**src/rtl/arb_pkg.sv**
```systemverilog
// Shared types and sizing for the byte-lane arbiter.
package arb_pkg;

  localparam int unsigned NUM_REQ    = 4;
  localparam int unsigned WORD_BEATS = 4;
  localparam int unsigned LANE_W     = 2;
  localparam int unsigned BEAT_W     = 2;
  localparam int unsigned DATA_W     = 8;

  typedef enum logic [0:0] {
    IDLE  = 1'b0,
    BURST = 1'b1
  } arb_state_e;

  // One byte handed to the packer, tagged with its owning requester.
  typedef struct packed {
    logic [LANE_W-1:0] lane;
    logic [DATA_W-1:0] data;
  } beat_t;

endpackage

```
**src/rtl/byte_lane_arbiter_if.sv**
```systemverilog
// Requester-side and packer-side signals of the byte-lane arbiter.
interface byte_lane_arbiter_if;
  import arb_pkg::*;

  logic [NUM_REQ-1:0] req;
  logic [DATA_W-1:0]  data_in0;
  logic [DATA_W-1:0]  data_in1;
  logic [DATA_W-1:0]  data_in2;
  logic [DATA_W-1:0]  data_in3;
  logic               stop;
  logic [NUM_REQ-1:0] pop;
  logic [DATA_W-1:0]  data_out;
  logic               valid_out;
  logic [LANE_W-1:0]  lane_id;
  logic               err;

  modport master (
    output req, data_in0, data_in1, data_in2, data_in3, stop,
    input  pop, data_out, valid_out, lane_id, err
  );

  modport slave (
    input  req, data_in0, data_in1, data_in2, data_in3, stop,
    output pop, data_out, valid_out, lane_id, err
  );

endinterface

```
**src/rtl/rr_picker.sv**
```systemverilog
// Round-robin chooser: first requesting index after last, wrapping to last itself.
module rr_picker
  import arb_pkg::*;
(
  input  logic [NUM_REQ-1:0] req,
  input  logic [LANE_W-1:0]  last,
  output logic               any,
  output logic [LANE_W-1:0]  idx
);

  logic [LANE_W-1:0] cand;

  // Scan farthest offset first so the nearest requester after last wins.
  always_comb begin
    any  = |req;
    idx  = last;
    cand = '0;
    for (int k = NUM_REQ; k > 0; k--) begin
      cand = last + LANE_W'(k);
      if (req[cand]) idx = cand;
    end
  end

endmodule

```
**src/rtl/byte_lane_arbiter.sv**
```systemverilog
// Grants whole 4-byte words round-robin to byte requesters and streams them to the packer.
module byte_lane_arbiter
  import arb_pkg::*;
(
  input logic                clk_4f,
  input logic                reset_L,
  byte_lane_arbiter_if.slave bus
);

  localparam logic [BEAT_W-1:0] LAST_BEAT  = BEAT_W'(WORD_BEATS - 1);
  localparam logic [LANE_W-1:0] RESET_LAST = LANE_W'(NUM_REQ - 1);

  arb_state_e         state_q, state_d;
  logic [BEAT_W-1:0]  beat_q, beat_d;
  logic [LANE_W-1:0]  grant_q, grant_d;
  logic [LANE_W-1:0]  last_q, last_d;
  beat_t              out_q, out_d;
  logic               valid_q, valid_d;
  logic               err_q, err_d;
  logic [LANE_W-1:0]  pick_last, pick_idx;
  logic               pick_any;
  logic [DATA_W-1:0]  head_byte;
  logic [NUM_REQ-1:0] pop_c;

  // At a word boundary the current grant acts as the round-robin reference.
  assign pick_last = (state_q == BURST) ? grant_q : last_q;

  rr_picker u_picker (
    .req  (bus.req),
    .last (pick_last),
    .any  (pick_any),
    .idx  (pick_idx)
  );

  always_comb begin
    head_byte = bus.data_in0;
    case (grant_q)
      2'd1:    head_byte = bus.data_in1;
      2'd2:    head_byte = bus.data_in2;
      2'd3:    head_byte = bus.data_in3;
      default: head_byte = bus.data_in0;
    endcase
  end

  always_ff @(posedge clk_4f or negedge reset_L) begin
    if (!reset_L) begin
      state_q <= IDLE;
      beat_q  <= '0;
      grant_q <= '0;
      last_q  <= RESET_LAST;
      out_q   <= '0;
      valid_q <= 1'b0;
      err_q   <= 1'b0;
    end else begin
      state_q <= state_d;
      beat_q  <= beat_d;
      grant_q <= grant_d;
      last_q  <= last_d;
      out_q   <= out_d;
      valid_q <= valid_d;
      err_q   <= err_d;
    end
  end

  always_comb begin
    state_d = state_q;
    beat_d  = beat_q;
    grant_d = grant_q;
    last_d  = last_q;
    out_d   = out_q;
    valid_d = 1'b0;
    err_d   = err_q;
    case (state_q)
      IDLE: begin
        if (!bus.stop && pick_any) begin
          grant_d = pick_idx;
          beat_d  = '0;
          state_d = BURST;
        end
      end
      BURST: begin
        if (bus.req[grant_q]) begin
          valid_d    = 1'b1;
          out_d.data = head_byte;
          out_d.lane = grant_q;
          if (beat_q == LAST_BEAT) begin
            last_d = grant_q;
            // Back-to-back words when allowed, otherwise drop to IDLE.
            if (!bus.stop && pick_any) begin
              grant_d = pick_idx;
              beat_d  = '0;
            end else begin
              state_d = IDLE;
            end
          end else begin
            beat_d = beat_q + BEAT_W'(1);
          end
        end else begin
          // Requester vanished mid-word: flag it and let the bubble realign the packer.
          err_d   = 1'b1;
          last_d  = grant_q;
          state_d = IDLE;
        end
      end
      default: state_d = IDLE;
    endcase
  end

  always_comb begin
    pop_c = '0;
    if (state_q == BURST && bus.req[grant_q]) pop_c[grant_q] = 1'b1;
  end

  assign bus.pop       = pop_c;
  assign bus.data_out  = out_q.data;
  assign bus.lane_id   = out_q.lane;
  assign bus.valid_out = valid_q;
  assign bus.err       = err_q;

endmodule

```
**src/flat_wrapper.sv**
```systemverilog
// flat-port wrapper written by rule: the top's interface ports become plain ports
module byte_lane_arbiter_flat import arb_pkg::*;
  (clk_4f, reset_L, bus_req, bus_data_in0, bus_data_in1, bus_data_in2, bus_data_in3, bus_stop, bus_pop, bus_data_out, bus_valid_out, bus_lane_id, bus_err);
  byte_lane_arbiter_if bus_i ();
  input logic clk_4f;
  input logic reset_L;
  input wire logic [$bits(bus_i.req)-1:0] bus_req;
  input wire logic [$bits(bus_i.data_in0)-1:0] bus_data_in0;
  input wire logic [$bits(bus_i.data_in1)-1:0] bus_data_in1;
  input wire logic [$bits(bus_i.data_in2)-1:0] bus_data_in2;
  input wire logic [$bits(bus_i.data_in3)-1:0] bus_data_in3;
  input wire logic [$bits(bus_i.stop)-1:0] bus_stop;
  output wire logic [$bits(bus_i.pop)-1:0] bus_pop;
  output wire logic [$bits(bus_i.data_out)-1:0] bus_data_out;
  output wire logic [$bits(bus_i.valid_out)-1:0] bus_valid_out;
  output wire logic [$bits(bus_i.lane_id)-1:0] bus_lane_id;
  output wire logic [$bits(bus_i.err)-1:0] bus_err;
  assign bus_i.req = bus_req;
  assign bus_i.data_in0 = bus_data_in0;
  assign bus_i.data_in1 = bus_data_in1;
  assign bus_i.data_in2 = bus_data_in2;
  assign bus_i.data_in3 = bus_data_in3;
  assign bus_i.stop = bus_stop;
  assign bus_pop = bus_i.pop;
  assign bus_data_out = bus_i.data_out;
  assign bus_valid_out = bus_i.valid_out;
  assign bus_lane_id = bus_i.lane_id;
  assign bus_err = bus_i.err;
  byte_lane_arbiter u_core (.clk_4f(clk_4f), .reset_L(reset_L), .bus(bus_i));
endmodule
```
**config.mk**
```make
export PLATFORM = sky130hd
export DESIGN_NAME = byte_lane_arbiter_flat
export DESIGN_NICKNAME = d
export VERILOG_FILES = /design/src/rtl/arb_pkg.sv /design/src/rtl/byte_lane_arbiter_if.sv /design/src/rtl/rr_picker.sv /design/src/rtl/byte_lane_arbiter.sv /design/src/flat_wrapper.sv
export SDC_FILE = /design/constraint.sdc
export NUM_CORES = 1
export LEC_CHECK = 0
export ABC_AREA = 1
export CORE_ASPECT_RATIO = 1.75
export CORE_UTILIZATION = 25
export CTS_CLUSTER_SIZE = 12
export DETAILED_ROUTE_END_ITERATION = 16
export PLACE_DENSITY = 0.53
export SLEW_MARGIN = 20
export SYNTH_ARGS = -nofsm -noshare
export SYNTH_HDL_FRONTEND = slang
export SYNTH_SLANG_ARGS = --single-unit
```
**constraint.sdc**
```tcl
create_clock -name clk_4f -period 4.43 [get_ports clk_4f]
set_input_delay 0.886 -clock clk_4f [delete_from_list [all_inputs] [get_ports clk_4f]]
set_output_delay 0.886 -clock clk_4f [all_outputs]
set_load 0.005 [all_outputs]
```
==> summary.md <==
| Metric | Value |
|---|---|
| Largest net degree at the start of global routing | 22 |
| Post-Route WL | 3.641 mm |
| Peak VDD IR | 0.2839 mV |
| Worst Path Required | 3.54 ns |
| Startpoint Class | input port |
| Reg2Reg Setup Slack | about 2.7 ns |
| Net switching power | around 0.58 mW |
| Tightest Pin Transition | 0.8319 ns |
| DP Area | 0.001864 mm2 |
| Crit Reg-Reg Endpoint | u_core.bus.data_out[0]$_DFFE_PN0P_ |
| Syn Inst Count | 192 |
| Slew margin rel. | 0.4437 |
| Number of flops mapped to enable cells by yosys | 0 |
| Routability cong. | 0.8030 |
| Cts hold-fix bufs | 0 |
| Finished Cell Area | 0.001909 mm2 |
| Clk pwr share | 0.095 |
| CTS Root Cell | clkbuf_8 |
| Die H | 97.03 um |
| Final HPWL DP | 2.951 mm |
| Register area share after synthesis | 0.3705 |
| Layout cells sized above 1 | 0.1012 |
| Final core utilization | 0.3836 |
| P_int | 0.6503 mW |
| P_leak | 0.9124 nW |
| Max-slew violations | 0 |
| Max Root-Sink Buffers | 2 |
| Reg power frac | 0.266 |
| Initial Util | 0.2592 |
| Final setup fails | 0 |
| IO Port Bufs | 54 |
| Status | finished, final reports clean |
| Share of the synthesized area in the top cell type | 0.3298 |
| Die area | 0.005463 mm2 |
| Router iterations before antenna repair | 4 |
| Syn_area_per_cell | between 6 and 7 um2 |
| Nets | 288 |
| Synth area leader | dfrtp_1 |
| Warnings, synthesis | 0 |
| Asr flop ratio synth | 1.000 |
| Tcrit/Tclk final | 0.8255 |
| Total number of vias | 1353 |
| Setup bufs post-CTS | 0 |
| Worst clock skew | about 0.0009 ns |
| Critical path origin | bus_req[1] |
| Top Layer Used | met4 |
| Max Clk Rate | approximately 270 MHz |
| Synth cell count leaders | nand2_1 (93), dfrtp_1 (17), o21ai_1 (12) |
| CTS tree | done |
| Clock sink count | 19 |
| Worst-Skew Late Latency | 0.25 ns |
| Worst setup path endpoint | bus_pop[1] |
| Yosys cell types | 26 |
| Crit Path Max Fanout | 21 |
| Crit path time final | ~3.7 ns |
| WL met3 | 147 um |
| DRT antenna net count | 0 |
| H-Tree Level Count | 1 |
| Die X | 56.30 um |
| Fillcell total | between 500 and 600 |
| Setup TNS | 0 ns |
| Critical setup path kind | in -> out |
| Final Hold Viols | 0 |
| Area grow syn2layout | 48.01% |
| Mapped Area | 0.001290 mm2 |
| I/O pins | 55 |
| Critical path data arrival time | 2.77 ns |
| Most common cell in the synthesized netlist | nand2_1 |
| CTS Buf Count | 3 |
| Vias in the first global route | around 1300 |
| Sw Share | 0.4709 |
| Antenna Cells | 0 |
| Global Route Usage Sum | 0.1443 |
| Synth area leaders | dfrtp_1 (33%), nand2_1 (27%), o21ai_1 (4.7%) |
| Setup crit end kind | output port |
| Top FF cell, synth | dfrtp_1 |
| Vias per cell | 4.495 |
| Standard-cell row count | 34 |
| Synth Register Bits | 19 |
| Syn Nets | 232 |
| Starting DRT DRC Count | 49 |
| Reg clk slew, reported paths | ~0.07 ns |
| WL/cell | around 12 um |
| PwrDens | 643.7 mW/mm2 |
| First-pass GRT wire length | 6.216 mm |
| M1 wire length | 1.441 mm |
| Drt drc | 0 |
| R2R cell count | 8 |
| RSZ-0062 raised after global routing | no |
| R2r startpoint | u_core.grant_q[0]$_DFFE_PN0P_ |
| Post-CTS sizing | 0 |
| Dpl cells | a little under 300 |
| Placeable core area | 0.004977 mm2 |
| Routed wl met2 | 2.024 mm |
| Max-cap check violation count | 0 |
| Combinational share of power | 0.639 |
| Fin cells | between 300 and 400 |
| Hold Path Class | reg -> reg |
| GRT Residual Overflow | 0 |
| Antenna violations before repair | 0 |
==> state kept, by name, indices dropped and copies added, names as in the netlist <==
signal,flops
u_core.last_q,2
u_core.bus.err,1
u_core.bus.data_out,8
u_core.bus.lane_id,2
u_core.state_q,1
u_core.beat_q,2
u_core.grant_q,2
u_core.bus.valid_out,1
==> per-layer routing <==
| layer | GRT usage | up-vias |
|---|---|---|
| li1 | - | 717 |
| met1 | 0.1575 | 593 |
| met2 | 0.2756 | 41 |
| met3 | 0.02139 | 2 |
| met4 | 0.04503 | 0 |
| met5 | 0 | - |
==> worst min-delay path by stage <==
stage                                         to  depth (start not counted)                          from  slack (ns)
floorplan           u_core.beat_q[0]$_DFFE_PN0N_                          1  u_core.beat_q[0]$_DFFE_PN0N_        0.45
global route        u_core.beat_q[0]$_DFFE_PN0N_                          1  u_core.beat_q[0]$_DFFE_PN0N_        0.51
finish                u_core.bus.err$_DFFE_PN0P_                          1    u_core.bus.err$_DFFE_PN0P_        0.47
detailed placement    u_core.bus.err$_DFFE_PN0P_                          1    u_core.bus.err$_DFFE_PN0P_        0.45
global placement      u_core.bus.err$_DFFE_PN0P_                          1    u_core.bus.err$_DFFE_PN0P_        0.45
CTS                   u_core.bus.err$_DFFE_PN0P_                          1    u_core.bus.err$_DFFE_PN0P_        0.47
==> cells in the final DEF, fill, tap and decap left out <==
| master | synthesis | layout |
|---|---|---|
| nand2_1 | 93 | 93 |
| clkdlybuf4s50_1 | 0 | 54 |
| dfrtp_1 | 17 | 17 |
| o21ai_1 | 12 | 12 |
| inv_1 | 11 | 11 |
| nor2_1 | 9 | 9 |
| nand3_1 | 8 | 8 |
| inv_2 | 7 | 7 |
| a221oi_1 | 6 | 6 |
| a21oi_1 | 4 | 4 |
| nor2_2 | 3 | 3 |
| nand2_2 | 3 | 3 |
| clkbuf_8 | 0 | 3 |
| a21oi_2 | 2 | 2 |
| dfstp_2 | 2 | 2 |
| nor2_4 | 1 | 1 |
| inv_4 | 1 | 1 |
| nor3_1 | 1 | 1 |
| nand4_2 | 1 | 1 |
| a31oi_1 | 1 | 1 |
| nand2_4 | 1 | 1 |
| nand3b_1 | 1 | 1 |
| or2_1 | 1 | 1 |
| o211ai_1 | 1 | 1 |
| and2_1 | 1 | 1 |
| ha_1 | 1 | 1 |
| clkbuf_1 | 0 | 1 |
| buf_4 | 1 | 1 |
==> final cells by class <==
type | instances | area [um2] | share of cell area
clock buffers | 4 | 45.04 | 0.02359
inverters | 19 | 73.82 | 0.03866
multi-input cells | 150 | 696.9 | 0.3650
flip-flops and latches | 19 | 478.0 | 0.2503
well taps | 54 | 67.56 | 0.03539
repair buffers | 55 | 548.0 | 0.2870
==> per-stage QoR <==
| stage | hold slack, ns | setup slack (ns) | power, mW |
|---|---|---|---|
| after global routing | 0.5055 | 0.5694 | 1.370 |
| after floorplan | 0.4461 | 2.031 | 0.8708 |
| after detailed placement | 0.4521 | 0.7645 | 1.128 |
| final | 0.4655 | 0.7729 | 1.229 |
| after global placement | 0.4478 | 0.7691 | 1.126 |
| after CTS | 0.4704 | 0.7574 | 1.253 |
==> worst max-delay path, cell delays in order <==
cell	delay [ns]
clkdlybuf4s50_1	0.52
inv_1	0.08
nor2_1	0.13
a21oi_2	0.06
nand3_1	0.09
nand2_2	0.23
inv_2	0.18
nand2_1	0.06
inv_1	0.05
clkdlybuf4s50_1	0.49
==> power by group through the flow <==
stage	registers, mW	clock network, mW	logic (mW)
2_1_floorplan	0.303	0	0.568
3_3_place_gp	0.329	0	0.797
3_5_place_dp	0.331	0	0.797
4_1_cts	0.328	0.124	0.801
5_1_grt	0.338	0.130	0.902
6_report	0.327	0.117	0.785
==> logic make-up after synthesis <==
group	Yosys count	share of synthesized area
simple gates	123	0.4035
compound gates	26	0.1271
buf+inv	23	0.08924
flops	19	0.3705
fa+ha+maj	1	0.009698
No activity file was read; power rests on OpenSTA's default activity.
